### config.mk
export PLATFORM = sky130hd
export DESIGN_NAME = cmp_sched
export DESIGN_NICKNAME = d
export VERILOG_FILES = /design/src/rtl/cmp_sched.sv
export SDC_FILE = /design/constraint.sdc
export NUM_CORES = 2
export LEC_CHECK = 0
export ABC_AREA = 1
export BUFFER_PORTS_ARGS = -buffer_cell sky130_fd_sc_hd__buf_2
export CELL_PAD_IN_SITES_DETAIL_PLACEMENT = 0
export CELL_PAD_IN_SITES_GLOBAL_PLACEMENT = 1
export CORE_AREA = 2 2 648 650
export DETAILED_ROUTE_END_ITERATION = 16
export DIE_AREA = 0 0 650 652
export PLACE_DENSITY_LB_ADDON = 0.25
export SLEW_MARGIN = 20
export SYNTH_ARGS = -nofsm -noshare
export SYNTH_HDL_FRONTEND = slang
export SYNTH_SLANG_ARGS = --single-unit
### constraint.sdc
create_clock -name clk -period 1.8 [get_ports clk]
set_input_delay 0 -clock clk [delete_from_list [all_inputs] [get_ports clk]]
set_output_delay 0 -clock clk [all_outputs]
set_load 0.005 [all_outputs]
### src/rtl/cmp_sched.sv
// cmp_sched: scans a bank of template bitmaps through the compare
// accelerator and reports the best-scoring template index and score.
//
// state  | meaning
// -------+-----------------------------------------------------------
// IDLE   | waiting for start; last completed result held on best_*
// FETCH  | 25 cycles: reads words 0..23, captures each one cycle later
// LOAD   | one-cycle acc_wren strobe with the assembled bitmap
// GUARD  | one cycle with acc_done ignored (masks a stale done level)
// WAIT   | waits for acc_done, gives up after TIMEOUT_CYC cycles
// SCORE  | folds the score into the running best, next template or FIN
// FIN    | publishes the result with a one-cycle done pulse

module cmp_sched #(
  parameter int NUM_TMPL    = 16,
  parameter int IDX_W       = 4,
  parameter int ADDR_W      = 9,
  parameter int TIMEOUT_CYC = 4096
) (
  input  logic              clk,
  input  logic              rst,
  input  logic              start,
  input  logic              abort,
  output logic              busy,
  output logic              done,
  output logic [IDX_W-1:0]  best_idx,
  output logic [15:0]       best_score,
  output logic              timeout_err,
  output logic              tmpl_rd,
  output logic [ADDR_W-1:0] tmpl_addr,
  input  logic [63:0]       tmpl_rdata,
  output logic              acc_wren,
  output logic [1535:0]     acc_bitmap,
  input  logic [15:0]       acc_result,
  input  logic              acc_done
);

  localparam int WORDS = 24;
  localparam int TO_W  = $clog2(TIMEOUT_CYC + 1);
  localparam logic [IDX_W-1:0] LAST_TMPL = IDX_W'(NUM_TMPL - 1);
  localparam logic [4:0]       LAST_WORD = 5'(WORDS);

  typedef enum logic [2:0] {
    S_IDLE, S_FETCH, S_LOAD, S_GUARD, S_WAIT, S_SCORE, S_FIN
  } state_t;

  state_t              state_q, state_d;
  logic [4:0]          word_q, word_d;
  logic [IDX_W-1:0]    tmpl_q, tmpl_d;
  logic [ADDR_W-1:0]   rd_ptr_q, rd_ptr_d;
  logic [TO_W-1:0]     to_cnt_q, to_cnt_d;
  logic [15:0]         score_q, score_d;
  logic [15:0]         run_best_q, run_best_d;
  logic [IDX_W-1:0]    run_idx_q, run_idx_d;
  logic [IDX_W-1:0]    best_idx_q, best_idx_d;
  logic [15:0]         best_score_q, best_score_d;
  logic                timeout_err_q, timeout_err_d;
  logic [1535:0]       bitmap_q, bitmap_d;
  logic                busy_q, busy_d;
  logic                done_q, done_d;
  logic                tmpl_rd_q, tmpl_rd_d;
  logic [ADDR_W-1:0]   tmpl_addr_q, tmpl_addr_d;
  logic                acc_wren_q, acc_wren_d;

  // Next-state logic; outputs are derived from the next state so they
  // are registered yet line up with the state they belong to.
  // rd_ptr walks tmpl*24+word contiguously across the whole run.
  always_comb begin
    state_d       = state_q;
    word_d        = word_q;
    tmpl_d        = tmpl_q;
    rd_ptr_d      = rd_ptr_q;
    to_cnt_d      = to_cnt_q;
    score_d       = score_q;
    run_best_d    = run_best_q;
    run_idx_d     = run_idx_q;
    best_idx_d    = best_idx_q;
    best_score_d  = best_score_q;
    timeout_err_d = timeout_err_q;
    bitmap_d      = bitmap_q;

    case (state_q)
      S_IDLE: begin
        if (start && !abort) begin
          state_d       = S_FETCH;
          word_d        = '0;
          tmpl_d        = '0;
          rd_ptr_d      = '0;
          run_best_d    = '0;
          run_idx_d     = '0;
          timeout_err_d = 1'b0;
        end
      end
      S_FETCH: begin
        for (int k = 0; k < WORDS; k++) begin
          if (word_q == 5'(k + 1)) bitmap_d[k*64 +: 64] = tmpl_rdata;
        end
        if (word_q < LAST_WORD) rd_ptr_d = rd_ptr_q + ADDR_W'(1);
        if (word_q == LAST_WORD) state_d = S_LOAD;
        else                     word_d  = word_q + 5'd1;
      end
      S_LOAD: begin
        state_d = S_GUARD;
      end
      S_GUARD: begin
        state_d  = S_WAIT;
        to_cnt_d = TO_W'(TIMEOUT_CYC);
      end
      S_WAIT: begin
        if (acc_done) begin
          score_d = acc_result;
          state_d = S_SCORE;
        end else if (to_cnt_q == TO_W'(1)) begin
          score_d       = '0;
          timeout_err_d = 1'b1;
          state_d       = S_SCORE;
        end else begin
          to_cnt_d = to_cnt_q - TO_W'(1);
        end
      end
      S_SCORE: begin
        if ((score_q > run_best_q) || (tmpl_q == '0)) begin
          run_best_d = score_q;
          run_idx_d  = tmpl_q;
        end
        if (tmpl_q == LAST_TMPL) begin
          state_d      = S_FIN;
          best_idx_d   = run_idx_d;
          best_score_d = run_best_d;
        end else begin
          tmpl_d  = tmpl_q + IDX_W'(1);
          word_d  = '0;
          state_d = S_FETCH;
        end
      end
      S_FIN: begin
        state_d = S_IDLE;
      end
      default: begin
        state_d = S_IDLE;
      end
    endcase

    // Abort drops the run without touching the published result or the
    // sticky timeout flag.
    if (abort && (state_q != S_IDLE)) begin
      state_d       = S_IDLE;
      best_idx_d    = best_idx_q;
      best_score_d  = best_score_q;
      timeout_err_d = timeout_err_q;
    end

    busy_d      = (state_d != S_IDLE) && (state_d != S_FIN);
    done_d      = (state_d == S_FIN);
    acc_wren_d  = (state_d == S_LOAD);
    tmpl_rd_d   = (state_d == S_FETCH) && (word_d < LAST_WORD);
    tmpl_addr_d = tmpl_rd_d ? rd_ptr_d : '0;
  end

  // State, datapath and output registers with synchronous reset.
  always_ff @(posedge clk) begin
    if (rst) begin
      state_q       <= S_IDLE;
      word_q        <= '0;
      tmpl_q        <= '0;
      rd_ptr_q      <= '0;
      to_cnt_q      <= '0;
      score_q       <= '0;
      run_best_q    <= '0;
      run_idx_q     <= '0;
      best_idx_q    <= '0;
      best_score_q  <= '0;
      timeout_err_q <= 1'b0;
      bitmap_q      <= '0;
      busy_q        <= 1'b0;
      done_q        <= 1'b0;
      tmpl_rd_q     <= 1'b0;
      tmpl_addr_q   <= '0;
      acc_wren_q    <= 1'b0;
    end else begin
      state_q       <= state_d;
      word_q        <= word_d;
      tmpl_q        <= tmpl_d;
      rd_ptr_q      <= rd_ptr_d;
      to_cnt_q      <= to_cnt_d;
      score_q       <= score_d;
      run_best_q    <= run_best_d;
      run_idx_q     <= run_idx_d;
      best_idx_q    <= best_idx_d;
      best_score_q  <= best_score_d;
      timeout_err_q <= timeout_err_d;
      bitmap_q      <= bitmap_d;
      busy_q        <= busy_d;
      done_q        <= done_d;
      tmpl_rd_q     <= tmpl_rd_d;
      tmpl_addr_q   <= tmpl_addr_d;
      acc_wren_q    <= acc_wren_d;
    end
  end

  assign busy        = busy_q;
  assign done        = done_q;
  assign best_idx    = best_idx_q;
  assign best_score  = best_score_q;
  assign timeout_err = timeout_err_q;
  assign tmpl_rd     = tmpl_rd_q;
  assign tmpl_addr   = tmpl_addr_q;
  assign acc_wren    = acc_wren_q;
  assign acc_bitmap  = bitmap_q;

endmodule

Word level (Yosys, flattened, before mapping). Index checks and enable logic that the tools add are counted.

Output and inout port bits: 1570. Bits in registers: 1640.

Add/sub/neg operators: 4. Eq/ne operators: 40. Muxes and demuxes: 31. Reductions and logical operators: 45. Bitwise operators: 2. Order comparisons: 3.

Operator list (number): two-way mux 16 bit (4); AND reduction 2 bit (26); equality test 5 bit (second input constant) (9); equality test 5 x 4 -> 1 bit (second input constant) (8); one-hot mux 16 bit (2 select lines) (1); two-way mux 13 bit (2); one-hot mux 13 bit (2 select lines) (1); equality test 5 x 3 -> 1 bit (second input constant) (4); two-way mux 3 bit (6); two-way mux 9 bit (2); one-hot mux 3 bit (6 select lines) (1); one-hot mux 9 bit (2 select lines) (1); > comparator 16 bit (1); one-hot mux 4 bit (2 select lines) (2); two-way mux 5 bit (3); one-hot mux 5 bit (3 select lines) (1); equality test 13 x 1 -> 1 bit (second input constant) (1); subtractor 13 x 1 -> 13 bit (second input constant) (1); two-way mux 4 bit (3); equality test 5 x 2 -> 1 bit (second input constant) (2); < comparator 5 bit (second input constant) (2); != test 2 bit (second input constant) (5); adder 9 x 1 -> 9 bit (second input constant) (1); equality test 3 x 2 -> 1 bit (second input constant) (3); other kinds (20) (35).

Logic depth before layout (Yosys ltp).
Depth in word-level cells: 9. Depth in mapped cells: 19. Gate-level depth less buffers: 18.

Worst setup path before layout. Ideal clock, no wire load.

Path kind: register to register. Start point: register run_best_q[15]. End point: register best_score_q[5], in the netlist best_score[5]. Data arrival time: 1.778 ns. Setup time: 0.109 ns. Slack: -0.087 ns. Data required time: 1.691 ns. Cell stages (with the launch flop): 15. Clock period less this slack: 1.887 ns. Cells stage by stage: dfxtp_1 -> inv_1 -> ha_1 -> nand2_1 -> nor3_1 -> nand2_1 -> nand2_1 -> nand2_1 -> nand2_1 -> buf_2 -> nand2_1 -> nand2_1 -> nand2_1 -> nand2_1 -> inv_1.

Cells in the longest elaborated chain, start to end: 3.

RTL lines: start: declaration (line 53) `logic [15:0] run_best_q, run_best_d;`; start signal: assignment (line 187) `run_best_q <= run_best_d;`; > comparator 16 bit (line 122) `if ((score_q > run_best_q) || (tmpl_q == '0)) begin`; logical OR 1 bit (line 122); two-way mux 16 bit (line 122); end signal: assignment (line 190) `best_score_q <= best_score_d;`; end: declaration (line 56) `logic [15:0] best_score_q, best_score_d;`.

No other way between the ends. A chain may end at the register's enable or synchronous reset.

Final worst setup path.
Start point: register word_q[0]. End point: register bitmap_q[739], in the netlist acc_bitmap[739].

Cells in the longest elaborated chain, start to end: 2.

RTL lines: start: declaration (line 48) `logic [4:0] word_q, word_d;`; start signal: assignment (line 182) `word_q <= word_d;`; equality test 5 x 4 -> 1 bit (line 96) `if (word_q == 5'(k + 1)) bitmap_d[k*64 +: 64] = tmpl_rdata;`; AND reduction 2 bit (no line); end signal: assignment (line 192) `bitmap_q <= bitmap_d;`; end: declaration (line 58) `logic [1535:0] bitmap_q, bitmap_d;`.

No other way between the ends.

==> impl_metrics.ini <==
[sta]
max_freq_ghz = 0.4878
fin_skew_ps = 38.11
slew_headroom_pct = 49.31
setup_ws_ps = -250.0
maxSlewViolCount = 0
tightestPinTransition_ps = 760.4
rsz0062_at_grt = true
whs_ps = 116.6
period_needed_ps = 2050
setup_viol = 1074
tns_ps = -70220
hold_viol = 0
fin_crit_sh_pct = 113.9

[pwr]
p_leak_nw = 37.01
power_frac_clock_pct = 51.7
p_sw_mw = 21.04
p_int_mw = 63.22
powerDensity_nw_per_um2 = 998.0
ir_drop_v = 0.0007382
power_frac_comb_pct = 5.1
power_mw = 84.25
pwr-share-seq_pct = 43.2
power_switching_share_pct = 24.97

[critical_path]
crit_chain = inv_4 -> ha_4 -> clkinvlp_4 -> buf_6 -> buf_6 -> nor3_4 -> buf_12 -> buf_16 -> clkbuf_16 -> o21ai_1 -> a21oi_1
r2r_start = word_q[0]
reg2reg_setup_slack_ps = -250
critPathBufInv = 7
startpoint = word_q[0]
crit_end = acc_bitmap[739]
cp_max_fo = 8
slowest_stage = dfxtp_4
critPathRequiredTime_ps = 2610
path_depth = 11
start_kind = register
crit_top_cell = buf_6
end_kind = register
worstReg2RegEnd = acc_bitmap[739]
critPathKind = reg -> reg
critical_path.max_stage_delay_ps = 360
arrival_ps = 2860
ff2ff_path_depth = 11
critPathTopFamily = buffers and inverters

[cells_and_area]
syn_to_final_growth_pct = 53.78
drive_gt1_share_pct = 35.42
final_cell_mix = buf_2 (1653), dfxtp_1 (1616), a21oi_1 (1454)
layout_commonest_cell = buf_2
fin_util_pct = 20.29
final_area_sq_um = 84420
final_nets = 8229

[synth]
ys_seq_elements = 1640
synth_edf_count = 0
synth_fa_ha_area_share_pct = 0.5926
synth_compound_area_share_pct = 28.34
synth_top_family_by_area = compound AO/OA/AOI/OAI gates
ys_top_cells_by_area = dfxtp_1 (60%), a21oi_1 (13%), o21ai_0 (12%), buf_2 (2.7%), clkbuf_1 (2.3%)
synthArstFlopShare_pct = 0
ys_seq_area_share_pct = 59.81
yosysTopAreaCell = dfxtp_1
ys_warn_count = 0
synthCells = 6170
synth_xor_area_share_pct = 0.07977
synthesis.area_sq_um = 54900
ys.flop_type = dfxtp_1
ys_types = 38
synthMuxAreaShare_pct = 0
synth_top_area_share_pct = 59.81
synth_nets = 6281
syn_avg_cell_area_sq_um = 8.897
synth_simple_gate_area_share_pct = 4.251

[floorplanning]
dieArea_sq_um = 423800
die_h_um = 652
die_width_um = 650
start_util_pct = 13.20
num_rows = 237
core_sq_um = 416000
boundaryPins = 1655

[clock_tree]
cts_tree = done
clk_path_buf_depth = 4
cts_sinks = 1640
htreeDepth = 4
clkTransAtPathRegs_ps = 60
cts_root_buffer = clkbuf_16
cts_made_buffers = 206
clk-insertion-delay-late_ps = 880

[outcome]
violations = setup timing
status = complete, but fails checks

[grt]
grt_pass1_vias = 51890
grt-ovfl-total = 0
grt_pass1_wl_um = 468500
track_usage_pct = 15.97
grt_antenna_before_repair = 46
grt_max_degree = 108

[drt]
vias = 53860
routed_wl_um = 362100
dr.first_iter.drc_count = 3669
antenna_left = 0
wire_per_inst_um = 26.21
viasPerCell = 3.899
firstDrtPassIters = 6
drc = 0

[run]
drv_cap = 0

[place]
placed_cell_area_sq_um = 73210
gp_congestion = 0.8596
io_buffers = 1654
dp_hpwl_um = 257700

[hold_path]
hold_path_startpoint = tmpl_rdata[2]
hold_class = in -> reg
[logic make-up (layout without fill, tap and decap cells)]
group | count (synthesis) | in the layout
adder cells (fa/ha/maj) | 26 | 26
XOR/XNOR | 5 | 5
AO/OA/AOI/OAI | 3038 | 3038
other | 0 | 29
flip-flops | 1640 | 1640
buffers and inverters | 900 | 3018
AND/OR/NAND/NOR | 561 | 562
[per-stage QoR]
step / cells / worst slack, ps
2_1_floorplan: 6170 / 21.53
3_5_place_dp: 13200 / -324.3
6_report: 13820 / -250.0
5_1_grt: 13800 / -303.3
3_3_place_gp: 13200 / -347.4
4_1_cts: 13750 / -225.7
[synth_stat cells (all sizes together), types with 2 or more instances]
library cell  count
a211oi          132
a21oi          1472
a31oi             2
buf             318
clkbuf          340
dfxtp          1640
ha               26
inv             241
nand2           218
nand3            62
nand3b            2
nand4             4
nor2            253
nor3             17
nor3b             3
o21a              3
o21ai          1424
xor2              4
[worst reg2reg max path, stage by stage, from the launching register on]
cell,delay (ps)
dfxtp_4,360
inv_4,70
ha_4,150
clkinvlp_4,110
buf_6,140
buf_6,110
nor3_4,190
buf_12,140
buf_16,180
clkbuf_16,340
o21ai_1,60
a21oi_1,130
[flip-flops by register name (all words and copies together) (netlist names), 5 cells and up]
| name | count |
|---|---|
| acc_bitmap | 1536 |
| best_score | 16 |
| run_best_q | 16 |
| score_q | 16 |
| to_cnt_q | 13 |
| rd_ptr_q | 9 |
| tmpl_addr | 9 |
| word_q | 5 |
[layer usage]
metal  wire (um)  global-route usage [%]
met5          54                       0
met4       14700                   5.801
met3       24710                   4.135
met2      180300                   28.52
met1      142300                   18.21
[layout make-up]
class	count	area, sq um
Timing Repair Buffer	2397	17290
Multi-Input combinational cell	3631	19330
Tap cell	5497	6878
Clock buffer	305	6100
Sequential cell	1640	32870
Inverter	242	965.9
Fill cell	46070	331600
Antenna cell	29	72.57
Clock inverter	74	917.1
[worst min path at each step]
| stage | end | slack (ps) | cells past startpoint |
|---|---|---|---|
| after floorplan | score_q[0] | 150 | 2 |
| after global placement | score_q[8] | 280 | 3 |
| after detailed placement | score_q[8] | 280 | 3 |
| after CTS | acc_bitmap[613] | 3 | 4 |
| after global routing | acc_bitmap[597] | 60 | 4 |
| final | acc_bitmap[578] | 120 | 4 |
[power groups by stage]
stage	clock (mW)	combinational [mW]	sequential, mW
after floorplan	0	1.19	37.2
after global placement	0	3.98	37.2
after detailed placement	0	3.97	37.2
after CTS	44.7	4.36	36.4
after global routing	46.1	4.51	36.4
final	43.5	4.33	36.4
[timing repair]
action,CTS,global route
resized for setup,189,237
pin swaps,21,44
setup endpoints to repair,1496,1578
gates cloned,15,21
setup buffers,38,26
hold endpoints to repair,1631,0
hold buffers,118,0
Note: power is estimated with default switching activity, not from simulation.
